$ cat src/rtl/sdram_port_arbiter.sv
// Two-requester round-robin arbiter for the single HPS-bridge sdram slave port.
// m0 is instruction fetch, m1 is data load/store. The command path is registered.
// A per-transaction timeout guarantees that every granted request is acknowledged,
// even when the bridge stalls.
module sdram_port_arbiter #(
  parameter int unsigned ADDR_W  = 16,
  parameter int unsigned DATA_W  = 32,
  parameter int unsigned TIMEOUT = 255
) (
  input  logic                clk_clk,
  input  logic                reset_reset_n,

  input  logic [ADDR_W-1:0]   m0_address,
  input  logic [DATA_W/8-1:0] m0_byte_enable,
  input  logic                m0_read,
  input  logic                m0_write,
  input  logic [DATA_W-1:0]   m0_write_data,
  output logic                m0_acknowledge,
  output logic [DATA_W-1:0]   m0_read_data,
  output logic                m0_error,

  input  logic [ADDR_W-1:0]   m1_address,
  input  logic [DATA_W/8-1:0] m1_byte_enable,
  input  logic                m1_read,
  input  logic                m1_write,
  input  logic [DATA_W-1:0]   m1_write_data,
  output logic                m1_acknowledge,
  output logic [DATA_W-1:0]   m1_read_data,
  output logic                m1_error,

  output logic [ADDR_W-1:0]   sdram_address,
  output logic [DATA_W/8-1:0] sdram_byte_enable,
  output logic                sdram_read,
  output logic                sdram_write,
  output logic [DATA_W-1:0]   sdram_write_data,
  input  logic                sdram_acknowledge,
  input  logic [DATA_W-1:0]   sdram_read_data
);

  localparam int unsigned BE_W       = DATA_W / 8;
  // The counter only has to reach TIMEOUT-1.
  localparam int unsigned CNT_W      = (TIMEOUT > 1) ? $clog2(TIMEOUT) : 1;
  localparam int unsigned CNT_LAST   = (TIMEOUT == 0) ? 0 : TIMEOUT - 1;
  localparam bit          TIMEOUT_EN = (TIMEOUT != 0);

  typedef enum logic [1:0] {StIdle, StBusy, StDone} state_e;

  state_e             state_q, state_d;
  logic               grant_q;       // requester owning the current transaction
  logic               last_grant_q;  // requester granted most recently
  logic               err_q;         // current transaction timed out
  logic [CNT_W-1:0]   cnt_q;

  logic               req0, req1;
  logic               grant_sel;
  logic               sel_wr;
  logic [ADDR_W-1:0]  sel_addr;
  logic [BE_W-1:0]    sel_be;
  logic [DATA_W-1:0]  sel_wdata;
  logic               timed_out;

  assign req0 = m0_read | m0_write;
  assign req1 = m1_read | m1_write;

  // Round-robin pick: a sole requester wins; on a tie, the requester not granted last wins.
  always_comb begin
    if (req0 && req1) begin
      grant_sel = ~last_grant_q;
    end else begin
      grant_sel = req1;
    end
  end

  // Mux the winning requester's command. Write takes priority when both strobes are set.
  always_comb begin
    if (grant_sel) begin
      sel_wr    = m1_write;
      sel_addr  = m1_address;
      sel_be    = m1_byte_enable;
      sel_wdata = m1_write_data;
    end else begin
      sel_wr    = m0_write;
      sel_addr  = m0_address;
      sel_be    = m0_byte_enable;
      sel_wdata = m0_write_data;
    end
  end

  // Timeout fires on the last allowed BUSY cycle. An acknowledge in that same cycle wins.
  always_comb begin
    timed_out = TIMEOUT_EN && !sdram_acknowledge && (cnt_q == CNT_W'(CNT_LAST));
  end

  // State register.
  always_ff @(posedge clk_clk or negedge reset_reset_n) begin
    if (!reset_reset_n) begin
      state_q <= StIdle;
    end else begin
      state_q <= state_d;
    end
  end

  // Next-state logic.
  always_comb begin
    state_d = state_q;
    unique case (state_q)
      StIdle: begin
        if (req0 || req1) begin
          state_d = StBusy;
        end
      end
      StBusy: begin
        if (sdram_acknowledge || timed_out) begin
          state_d = StDone;
        end
      end
      StDone:  state_d = StIdle;
      default: state_d = StIdle;
    endcase
  end

  // FSM outputs: one-cycle completion pulse to the granted requester.
  always_comb begin
    m0_acknowledge = 1'b0;
    m0_error       = 1'b0;
    m1_acknowledge = 1'b0;
    m1_error       = 1'b0;
    if (state_q == StDone) begin
      if (grant_q) begin
        m1_acknowledge = 1'b1;
        m1_error       = err_q;
      end else begin
        m0_acknowledge = 1'b1;
        m0_error       = err_q;
      end
    end
  end

  // Command path, timeout counter and per-requester read-data capture.
  always_ff @(posedge clk_clk or negedge reset_reset_n) begin
    if (!reset_reset_n) begin
      grant_q           <= 1'b0;
      last_grant_q      <= 1'b1;
      err_q             <= 1'b0;
      cnt_q             <= '0;
      sdram_address     <= '0;
      sdram_byte_enable <= '0;
      sdram_read        <= 1'b0;
      sdram_write       <= 1'b0;
      sdram_write_data  <= '0;
      m0_read_data      <= '0;
      m1_read_data      <= '0;
    end else begin
      if (state_q == StIdle) begin
        if (req0 || req1) begin
          grant_q           <= grant_sel;
          last_grant_q      <= grant_sel;
          err_q             <= 1'b0;
          cnt_q             <= '0;
          sdram_address     <= sel_addr;
          sdram_byte_enable <= sel_wr ? sel_be : {BE_W{1'b1}};
          sdram_read        <= ~sel_wr;
          sdram_write       <= sel_wr;
          sdram_write_data  <= sel_wdata;
        end
      end else if (state_q == StBusy) begin
        if (sdram_acknowledge) begin
          sdram_read  <= 1'b0;
          sdram_write <= 1'b0;
          if (sdram_read) begin
            if (grant_q) begin
              m1_read_data <= sdram_read_data;
            end else begin
              m0_read_data <= sdram_read_data;
            end
          end
        end else if (timed_out) begin
          sdram_read  <= 1'b0;
          sdram_write <= 1'b0;
          err_q       <= 1'b1;
          if (grant_q) begin
            m1_read_data <= '0;
          end else begin
            m0_read_data <= '0;
          end
        end else begin
          cnt_q <= cnt_q + CNT_W'(1);
        end
      end
    end
  end

endmodule

$ cat config.mk
export PLATFORM = sky130hd
export DESIGN_NAME = sdram_port_arbiter
export DESIGN_NICKNAME = d
export VERILOG_FILES = /design/src/rtl/sdram_port_arbiter.sv
export SDC_FILE = /design/constraint.sdc
export NUM_CORES = 1
export LEC_CHECK = 0
export CELL_PAD_IN_SITES_DETAIL_PLACEMENT = 1
export CELL_PAD_IN_SITES_GLOBAL_PLACEMENT = 1
export CORE_MARGIN = 2
export CORE_UTILIZATION = 31
export DETAILED_ROUTE_END_ITERATION = 8
export GPL_ROUTABILITY_DRIVEN = 0
export HOLD_SLACK_MARGIN = 0.1
export PLACE_DENSITY = 0.77
export SYNTH_ARGS = -nofsm -noshare
export SYNTH_HDL_FRONTEND = slang
export SYNTH_SLANG_ARGS = --single-unit
$ cat constraint.sdc
create_clock -name clk_clk -period 1.8 [get_ports clk_clk]
set_clock_uncertainty 0.1 [all_clocks]
set_input_delay 0.45 -clock clk_clk [delete_from_list [all_inputs] [get_ports clk_clk]]
set_output_delay 0.45 -clock clk_clk [all_outputs]
set_load 0.02 [all_outputs]
-- Yosys cells after proc, flatten, opt, wreduce, memory -nomap -nowiden
Index checks and enable logic that the tools add are counted.
- word-level logic and storage cells: 88
- output and inout bits: 122
- input bits: 143
- flip-flop bits (word level): 131
- bitwise logic cells: 6
- muxes and demuxes: 44
- reduce and logical (&&, ||, !) cells: 17
- eq/ne operators: 8
- add/sub/neg operators: 1
- operators with widths (cell ; count):
    $mux 32 ; 11
    $mux 8 ; 5
    $mux 1 ; 22
    $mux 16 ; 1
    $reduce_and 5->1 ; 2
    $add 8x1->8 const B ; 1
    $eq 8x8->1 const B ; 1
    $mux 4 ; 2
    $reduce_and 4->1 ; 2
    $ne 2x2->1 const B ; 3
    $reduce_bool 2->1 ; 3
    $mux 2 ; 2
    $ne 2x1->1 const B ; 2
    $not 1->1 ; 4
    $pmux 2 s2 ; 1
    $reduce_and 2->1 ; 2
    $reduce_and 3->1 ; 1
    $reduce_bool 3->1 ; 1
    $eq 2x1->1 const B ; 1
    $eq 2x2->1 const B ; 1
    $logic_and 1x1->1 ; 2
    $logic_not 2->1 ; 1
    $logic_or 1x1->1 ; 2
    $or 1x1->1 ; 2
    $logic_not 1->1 ; 1

-- Logic depth before layout (Yosys ltp)
Gate-level depths: netlist (run 1).
- word-level depth: 7
- mapped depth: 7
- depth with buffers taken out: 6

-- Worst setup path before layout (run 1)
Ideal clock, no wire load.
- path kind: register to register
- start point: register cnt_q[0]
- end point: register cnt_q[3]
- required time: 1.584 ns
- arrival time: 1.429 ns
- setup time: 0.116 ns
- clock period less this slack: 1.644 ns
- path buffers: 0
- setup slack: 0.156 ns
- cell stages (with the launch flop): 7
- cell sequence: dfrtp_1 > inv_1 > ha_1 > nand3_1 > nor2_1 > or3_1 > o311ai_0
- word-level cells in the longest chain between the ends: 5
- elaborated cells on any way between the ends: 9
- those cells by class: 1 x add/sub; 2 x eq/ne; 4 x mux; 2 x reduce/logical
- ends and longest elaborated chain (item ; line ; source):
    start: declaration ; 52 ; logic [CNT_W-1:0] cnt_q;
    start signal: assignment ; 187 ; cnt_q <= cnt_q + CNT_W'(1);
    $add 8x1->8 ; 187 ;
    $mux 8 ; 177 ; end else if (timed_out) begin
    $mux 8 ; 167 ; if (sdram_acknowledge) begin
    $mux 8 ; 166 ; end else if (state_q == StBusy) begin
    $mux 8 ; 154 ; if (state_q == StIdle) begin
Several ways; a longest one is shown, not always the timed one. The select of a mux whose other input is x is not followed.
A chain may end at the register's enable or synchronous reset.

-- Final worst setup path (run 1)
- start point: register state_q[0]
- end point: output port m1_error
- word-level cells in the longest chain between the ends: 2
- ends and longest elaborated chain (item ; line ; source):
    start: declaration ; 48 ; state_e state_q, state_d;
    start signal: assignment ; 97 ; state_q <= StIdle;
    start signal: assignment ; 99 ; state_q <= state_d;
    $eq 2x2->1 ; 128 ; if (state_q == StDone) begin
    $mux 1 ; 128 ;
    end: declaration ; 29 ; output logic m1_error,
No other way between the ends.

==> metrics, run 1 <==
status complete, but fails checks; failing checks negative setup slack; GR Overflow Total 0; clk_lat worst skew around 420 ps; Initial Util 0.317; required time worst endpoint 1250 ps; Synth Warn # 0; Row Count 49; most frequent cells in the layout clkdlybuf4s50_1, dfrtp_1, dlygate4sd2_1, a32o_1, nand2_1; period utilization 1.01; clk sinks approximately 130; arrival time worst endpoint ~1300 ps; HP Start sdram_write; vias in the first global route 5574; critical path endpoint category output pin; initial antenna violation count 0; CTS tree yes; critical path class reg2out; leakage between 4 and 5 nW; final worst slack -23.1 ps; CTS Buf Count 17; reg-to-reg startpoint state_q[1]; largest family of logic cells by synthesized area compound AO/OA/AOI/OAI gates; num ports 265; post-synthesis compound-gate area fraction 0.197; synth unique cells 43; Core ar. between 15000 and 20000 µm²; wire length per cell just over 20 µm; final setup fails 4; Die Ht between 100 and 150 µm; power per cell area between 1500 and 2000 nW/µm²; measured slew at the worst slew-check pin approximately 330 ps; clock tree buffer depth 2; crit path cell chain nor2b_4, and3_4, buf_6; RR Endpoint cnt_q[6]; remaining antenna violation count 0; die width 140 µm; mux cell area share after synthesis 0.0947; largest net degree at the start of global routing 65; hold endpoint sdram_write; CTS clk-pin slew, worst paths around 50 ps; Die ar. about 20000 µm²; Worst Setup Start Kind flop; DR vias ~5200; Iter 0 DRT Violations between 150 and 200; worst setup path startpoint state_q[0]; post-synthesis simple-gate area fraction 0.0743; Seq cells post-synth approximately 130; GR Util All Layers 0.203; Area Growth Syn to Fin 64.7%; routed vias/inst approximately 5.3; fin cells 990; Crit-path slowest cell dfrtp_1; Worst Path Max Fanout 4; Worst Hold Class reg2reg; Post-Synthesis Cells ~470; I/O Buffers roughly 260; RSZ-0062 raised after global routing true; layout cells sized above 1 0.129; diode count 0; hold path depth 1; Fin Hold WS around 370 ps; Async S/R FF share, synth 1.00; Post-synth EDFFs 0; DP Cell Count about 950; Post-Synth XOR/XNOR Area 0; fmax between 500 and 600 MHz; Root Buffer clkbuf_16; TritonRoute pass-1 iters 5; Fin. Hold Viols 0; worst vdd ir around 0.9 mV; Netlist Area Pre-Place 5710 µm²; Remaining DRCs 0; Worst Reg-to-Reg Cells 6; Main synth FF type dfrtp_1; Mapped Nets between 600 and 700; Post-Syn Area per Cell 12.2 µm²; Slew Viols, Final 0; CTS HTree Levels 4; Post-Route WL between 20000 and 25000 µm; internal reg-to-reg setup slack -10 ps; leading cell type in the layout, fill and taps excluded clkdlybuf4s50_1; Adder-Cell Fraction of Synth Area 0.00439; first-pass GRT wire length approximately 31000 µm; Slew headroom 0.776; CP peak stage delay 410 ps; fin nets 893; Max-cap violations 0; fin crit period approximately 1800 ps; sequential fraction of the synthesis area 0.575; Detailed Place HPWL approximately 14000 µm
==> stage by stage <==
stage / area [µm²] / utilization / worst slack (ps) / TNS, ps / total power, mW
floorplan: 5710 / - / 156 / 0 / 9.45
global placement: 8700 / 0.483 / -516 / -44670 / 13.3
detailed placement: 8700 / 0.483 / -543 / -48750 / 13.6
CTS: 9270 / 0.514 / -64.9 / -131 / 16.7
global route: 9400 / 0.521 / -81.8 / -372 / 17.7
finish: 9400 / 0.521 / -23.1 / -54.9 / 16.7
==> repair_timing <==
item	CTS	global route
pin swaps	3	2
resized for setup	149	30
buffers inserted	1	1
setup endpoints to repair	170	124
hold buffers	1	0
cloned	2	2
hold endpoints to repair	20	0
==> cell type report <==
type | instances | area [µm²]
Clock inverter | 13 | 173
Multi-Input combinational cell | 290 | 2190
Timing Repair Buffer | 301 | 3000
Fill cell | 1866 | 8630
Inverter | 7 | 26.3
Sequential cell | 131 | 3280
Clock buffer | 19 | 443
Tap cell | 229 | 287
==> worst max-delay path: cells and delay by family (launching register included) <==
family	cells	cell delay [ps]
buffers and inverters	1	110
AND/OR/NAND/NOR	2	350
flip-flops	1	410
==> synth_stat cells (2+ instances only) <==
master	number	area share
o21ai_2	2	0.0031
nand3_1	6	0.0053
nand2_1	56	0.037
and3_1	2	0.0022
o21ai_0	52	0.046
and2_1	5	0.0055
a32o_1	64	0.11
o21ai_1	3	0.0026
a31oi_1	2	0.0022
mux2i_1	54	0.095
o31ai_1	2	0.0026
nor2_1	8	0.0053
dfrtp_1	130	0.57
ha_1	2	0.0044
inv_1	7	0.0046
buf_4	6	0.0079
a21o_1	2	0.0026
o311ai_0	3	0.0046
nor2_4	2	0.0039
a22o_1	2	0.0031
clkbuf_1	8	0.0053
buf_6	13	0.026
buf_2	11	0.0096
or3_1	2	0.0022
a21oi_1	5	0.0044
buf_1	2	0.0013
==> state kept, by name (all words and copies together), names as in the netlist, 2 cells and up <==
| register | count |
|---|---|
| m0_read_data | 32 |
| state_q | 2 |
| sdram_address | 16 |
| cnt_q | 8 |
| sdram_byte_enable | 4 |
| m1_read_data | 32 |
| sdram_write_data | 32 |
==> routing by layer <==
metal | vias to the layer above | GRT usage | routed length [µm]
met5 | - | 0 | 0
met4 | 0 | 0.0568 | 279
met3 | 23 | 0.0736 | 1840
met2 | 273 | 0.350 | 10100
met1 | 2587 | 0.240 | 7990
li1 | 2330 | - | -
==> worst max-delay path by stage <==
stage,to
floorplan,cnt_q[3]
global route,m0_error
finish,m1_error
CTS,m1_error
detailed placement,sdram_address[12]
global placement,sdram_address[6]
==> power by group <==
group | total (mW) | internal, mW | switching, mW
Sequential | 5.16 | 4.35 | 0.810
Clock | 3.61 | 2.24 | 1.36
Combinational | 7.96 | 3.38 | 4.58
Total | 16.7 | 9.97 | 6.76
==> logic make-up after synthesis <==
| logic type | count (synthesis) |
|---|---|
| flops | 131 |
| buf+inv | 47 |
| mux | 54 |
| compound gates | 145 |
| fa+ha+maj | 2 |
| simple gates | 89 |
Power figures use the tool's default switching activity.
==> inputs of run 2 (changes only) <==
--- a/config.mk
+++ b/config.mk
@@ -11,6 +11,7 @@
 export CORE_UTILIZATION = 31
 export DETAILED_ROUTE_END_ITERATION = 8
 export GPL_ROUTABILITY_DRIVEN = 0
+export GPL_TIMING_DRIVEN = 0
 export HOLD_SLACK_MARGIN = 0.1
 export PLACE_DENSITY = 0.77
 export SYNTH_ARGS = -nofsm -noshare
==> constraint.sdc (replaced) <==
create_clock -name clk_clk -period 1.8 [get_ports clk_clk]
set_clock_uncertainty 0.1 [all_clocks]
set_input_delay 0.45 -clock clk_clk [delete_from_list [all_inputs] [get_ports clk_clk]]
set_output_delay 0.45 -clock clk_clk [all_outputs]
set_load 0.005 [all_outputs]
==> run 2 against run 1 <==
The flow still finishes with violations (negative setup slack). Design area rose by 5.9%. Critical path depth rose by 1. Flip-flop and latch count did not move. Global-route usage rose by 1.0 points. Wire length rose by 7.4%. Register-to-register slack barely moved. Sequential share of layout area fell by 1.9 points. Worst setup slack got worse by 52 ps.
==> metrics, run 2 (synthesized netlist as in run 1, its figures left out) <==
leakage around 4.7 nW; Fin. Hold Viols 0; critical path class reg2out; fin crit period roughly 1900 ps; Worst Path Max Fanout 4; fin nets 940; die width 140 µm; worst vdd ir about 0.65 mV; period utilization 1.04; fin cells roughly 1000; DP Cell Count slightly below 1000; GR Overflow Total 0; Root Buffer clkbuf_16; design area 9950 µm²; total power draw about 16 mW; Int Pwr 10.8 mW; DR vias ~5400; final setup fails 11; failing checks negative setup slack; layout cells sized above 1 0.220; Max-cap violations 0; Sw Pwr between 5 and 6 mW; TritonRoute pass-1 iters 4; clk_lat worst skew roughly 420 ps; Worst Setup Start Kind flop; Area Growth Syn to Fin 74.4%; CTS tree yes; clk sinks between 100 and 150; power per cell area roughly 1600 nW/µm²; Worst Hold Class reg2reg; fmax between 500 and 600 MHz; CTS Buf Count 17; Iter 0 DRT Violations 118; CTS clk-pin slew, worst paths roughly 60 ps; CTS HTree Levels 4; Remaining DRCs 0; Die ar. 19500 µm²; # fillers ~1900; num ports 265; Post-Route WL ~22000 µm; clock tree buffer depth 2; remaining antenna violation count 0; biggest regs m0_read_data (32), m1_read_data (32), sdram_write_data (32); largest net degree at the start of global routing 80; I/O Buffers ~260; final worst slack -74.7 ps; routed vias/inst 5.18; Row Count a little under 50; Slew headroom 0.655; Logic pwr share 0.467; wire length per cell 20.9 µm; Slew Viols, Final 0; GR Util All Layers 0.213; measured slew at the worst slew-check pin slightly above 500 ps; vias in the first global route 5818; required time worst endpoint 1250 ps; RSZ-0062 raised after global routing true; Detailed Place HPWL approximately 15000 µm; Core ar. between 15000 and 20000 µm²; Die Ht between 100 and 150 µm; arrival time worst endpoint between 1000 and 1500 ps; critical path endpoint category output pin; Flop pwr share 0.317; first-pass GRT wire length about 32000 µm; status complete, but fails checks; clock power share 0.216; Switching Share 0.344; most frequent cells in the layout clkdlybuf4s50_1, dfrtp_1, dlygate4sd2_1, a32o_1, nand2_1; initial antenna violation count 0; leading cell type in the layout, fill and taps excluded clkdlybuf4s50_1; Initial Util 0.317; diode count 0; Post-DP Area between 8000 and 9000 µm²
[run 2: final cells by class]
class / count / area, µm² / area share
plain buffers: 37 / 402 / 0.0404
clock buffers: 19 / 443 / 0.0445
clock inverters: 13 / 159 / 0.0160
inverters: 7 / 26.3 / 0.00264
multi-input cells: 290 / 2350 / 0.237
flip-flops and latches: 131 / 3280 / 0.330
well taps: 229 / 287 / 0.0288
repair buffers: 311 / 3000 / 0.301
[run 2: worst paths after layout]
| check | depth (start not counted) | to | startpoint | slack [ps] |
|---|---|---|---|---|
| setup reg to reg | 7 | m0_read_data[23] | cnt_q[0] | -10 |
| max in group asynchronous | 3 | last_grant_q | reset_reset_n | 340 |
| hold reg to reg | 1 | sdram_write | sdram_write | 380 |
| min in group asynchronous | 2 | m1_read_data[31] | reset_reset_n | 460 |
| setup / recovery | 4 | m1_error | state_q[0] | -70 |
| hold / removal | 1 | sdram_write | sdram_write | 380 |
[run 2: timing repair]
item	in CTS	in global routing
endpoints found under the hold margin	52	0
hold buffers	1	0
setup endpoints to repair	243	124
gates resized for setup	191	108
setup buffers	30	6
gates cloned	1	8
pin swaps	6	7
[run 2: power groups by stage]
stage,registers (mW),clock network [mW],logic (mW)
global placement,5.15,0,6.73
finish,5.19,3.54,7.66
global route,5.36,3.71,8.27
CTS,5.16,3.61,6.97
detailed placement,5.27,0,6.96
floorplan,5.21,0,2.75
[run 2: worst max-delay path, stage by stage, from the launching register on]
cell     delay [ps]
dfrtp_1         390
buf_6           130
nor2b_4         120
and3_4          190
buf_6            80
[run 2: layer usage]
metal / track usage / wire [µm]
met1: 0.254 / 8820
met2: 0.375 / 11000
met3: 0.0619 / 1580
met4: 0.0642 / 334
met5: 0 / 0
[run 2: through the flow]
stage	hold WS [ps]	TNS [ps]	util	setup WS [ps]
CTS	382	-283	0.529	-84.1
finish	377	-224	0.552	-74.7
global placement	362	-681620	0.479	-4790
detailed placement	345	-64650	0.481	-643
floorplan	54.4	0	-	156
global route	389	-4590	0.552	-130
==> inputs of run 3 (changes only) <==
--- a/config.mk
+++ b/config.mk
@@ -9,10 +9,12 @@
 export CELL_PAD_IN_SITES_GLOBAL_PLACEMENT = 1
 export CORE_MARGIN = 2
 export CORE_UTILIZATION = 31
+export CTS_CLUSTER_DIAMETER = 150
 export DETAILED_ROUTE_END_ITERATION = 8
 export GPL_ROUTABILITY_DRIVEN = 0
 export GPL_TIMING_DRIVEN = 0
 export HOLD_SLACK_MARGIN = 0.1
+export MAX_ROUTING_LAYER = met4
 export PLACE_DENSITY = 0.77
 export SYNTH_ARGS = -nofsm -noshare
 export SYNTH_HDL_FRONTEND = slang
==> run 3 against run 2 <==
The run still ends with negative setup slack left. Clock power about the same. First-iteration DRC count increased by 37%. Register-to-register slack about the same. Fmax about the same. Die area unchanged. Global-route usage increased by 0.63 points. Non-clock buffer count decreased by 1.
==> metrics, run 3 (synthesized netlist as in run 1, its figures left out) <==
status complete, but fails checks; failing checks negative setup slack; fin crit period 1880 ps; measured slew at the worst slew-check pin ~510 ps; Post-DP Area between 8000 and 9000 µm²; # fillers 1852; DR vias roughly 5300; number of buffers and inverters on the critical path 2; Max-cap violations 0; hold path depth 1; arrival time worst endpoint 1330 ps; CTS clk-pin slew, worst paths roughly 60 ps; RSZ-0062 raised after global routing true; initial antenna violation count 0; die width 140 µm; Worst Hold Class reg2reg; wire length per cell between 20 and 25 µm; worst vdd ir between 0.6 and 0.7 mV; final setup fails 10; design area ~9900 µm²; I/O Buffers around 260; Int Pwr 10.8 mW; clk sinks roughly 130; GR Overflow Total 0; power per cell area between 1500 and 2000 nW/µm²; Logic pwr share 0.467; Worst Setup Start Kind flop; biggest regs m0_read_data (32), m1_read_data (32), sdram_write_data (32); vias in the first global route between 5000 and 6000; Area Growth Syn to Fin 74.2%; Root Buffer clkbuf_16; clock power share 0.216; required time worst endpoint roughly 1300 ps; Worst path most repeated cell buf_6; clk_lat worst skew between 400 and 500 ps; critical path class reg2out; TritonRoute pass-1 iters 4; Slew Viols, Final 0; remaining antenna violation count 0; CTS tree yes; crit path cell chain buf_6, nor2b_4, and3_4, buf_6; final worst slack -75.3 ps; Detailed Place HPWL roughly 15000 µm; Sw Pwr ~5.6 mW; most frequent cells in the layout clkdlybuf4s50_1, dfrtp_1, dlygate4sd2_1, a32o_1, nand2_1; pre-CTS WS -643 ps; critical path depth 4; CTS Buf Count 17; leakage 4.65 nW; fmax 533 MHz; Worst Reg-to-Reg Cells 7; delay-heaviest family, CP flip-flops; routed vias/inst ~5.2; layout cells sized above 1 0.219; CP peak stage delay ~400 ps; first-pass GRT wire length 32400 µm; Fin. Hold Viols 0; num ports ~270; Fin Hold WS between 300 and 400 ps; critical path endpoint category output pin; Iter 0 DRT Violations ~160; period utilization 1.04; Flop pwr share 0.317; Die Ht between 100 and 150 µm; Switching Share 0.344; clock tree buffer depth 2; GR Util All Layers 0.220; total power draw ~16 mW; Initial Util 0.317; Die ar. about 20000 µm²; Post-Route WL approximately 22000 µm; Remaining DRCs 0; diode count 0; Crit-path slowest cell dfrtp_1; Worst Path Max Fanout 4; largest net degree at the start of global routing 80; CTS HTree Levels 4; Final TNS setup -221 ps; fin nets between 900 and 1000; leading cell type in the layout, fill and taps excluded clkdlybuf4s50_1; Row Count just under 50; Core ar. roughly 18000 µm²; Slew headroom 0.657
==> run 3: power by group through the flow <==
| stage | clock network, mW | registers [mW] | logic, mW |
|---|---|---|---|
| 6_report | 3.54 | 5.19 | 7.66 |
| 5_1_grt | 3.71 | 5.36 | 8.26 |
| 4_1_cts | 3.61 | 5.16 | 6.97 |
| 3_5_place_dp | 0 | 5.27 | 6.96 |
| 3_3_place_gp | 0 | 5.15 | 6.73 |
| 2_1_floorplan | 0 | 5.21 | 2.75 |
==> run 3: layout make-up <==
class	count	area [µm²]	share of cell area
multi-input cells	290	2350	0.237
clock inverters	13	159	0.0160
clock buffers	19	443	0.0446
well taps	229	287	0.0288
flip-flops and latches	131	3280	0.330
repair buffers	310	2990	0.301
inverters	7	26.3	0.00264
plain buffers	37	402	0.0404
==> run 3: through the flow <==
step / util / std cells
6_report: 0.552 / 1036
5_1_grt: 0.552 / 1036
4_1_cts: 0.529 / 1025
3_5_place_dp: 0.481 / 962
3_3_place_gp: 0.479 / 961
2_1_floorplan: - / 468
==> run 3: timing repair <==
item                                   in CTS  in global routing
buffers inserted                           30                  5
endpoints found under the hold margin      52                  0
setup endpoints to repair                 243                124
resized for setup                         191                108
pin swaps                                   6                  7
gates cloned                                1                  8
hold buffers                                1                  0
==> run 3: worst paths after layout <==
| check | slack, ps | from | endpoint |
|---|---|---|---|
| max | -80 | state_q[0] | m1_error |
| min | 380 | sdram_write | sdram_write |
| max reg2reg | -10 | cnt_q[0] | m0_read_data[23] |
| min reg2reg | 380 | sdram_write | sdram_write |
| max in group asynchronous | 350 | reset_reset_n | last_grant_q |
| min in group asynchronous | 450 | reset_reset_n | m1_read_data[31] |
==> run 3: metal layers <==
| metal | wire length [µm] | up-vias | track usage |
|---|---|---|---|
| met5 | 0 | - | - |
| met4 | 273 | 0 | 0.0611 |
| met3 | 1550 | 24 | 0.0561 |
| met2 | 11000 | 260 | 0.375 |
| met1 | 8880 | 2649 | 0.258 |
| li1 | - | 2416 | - |
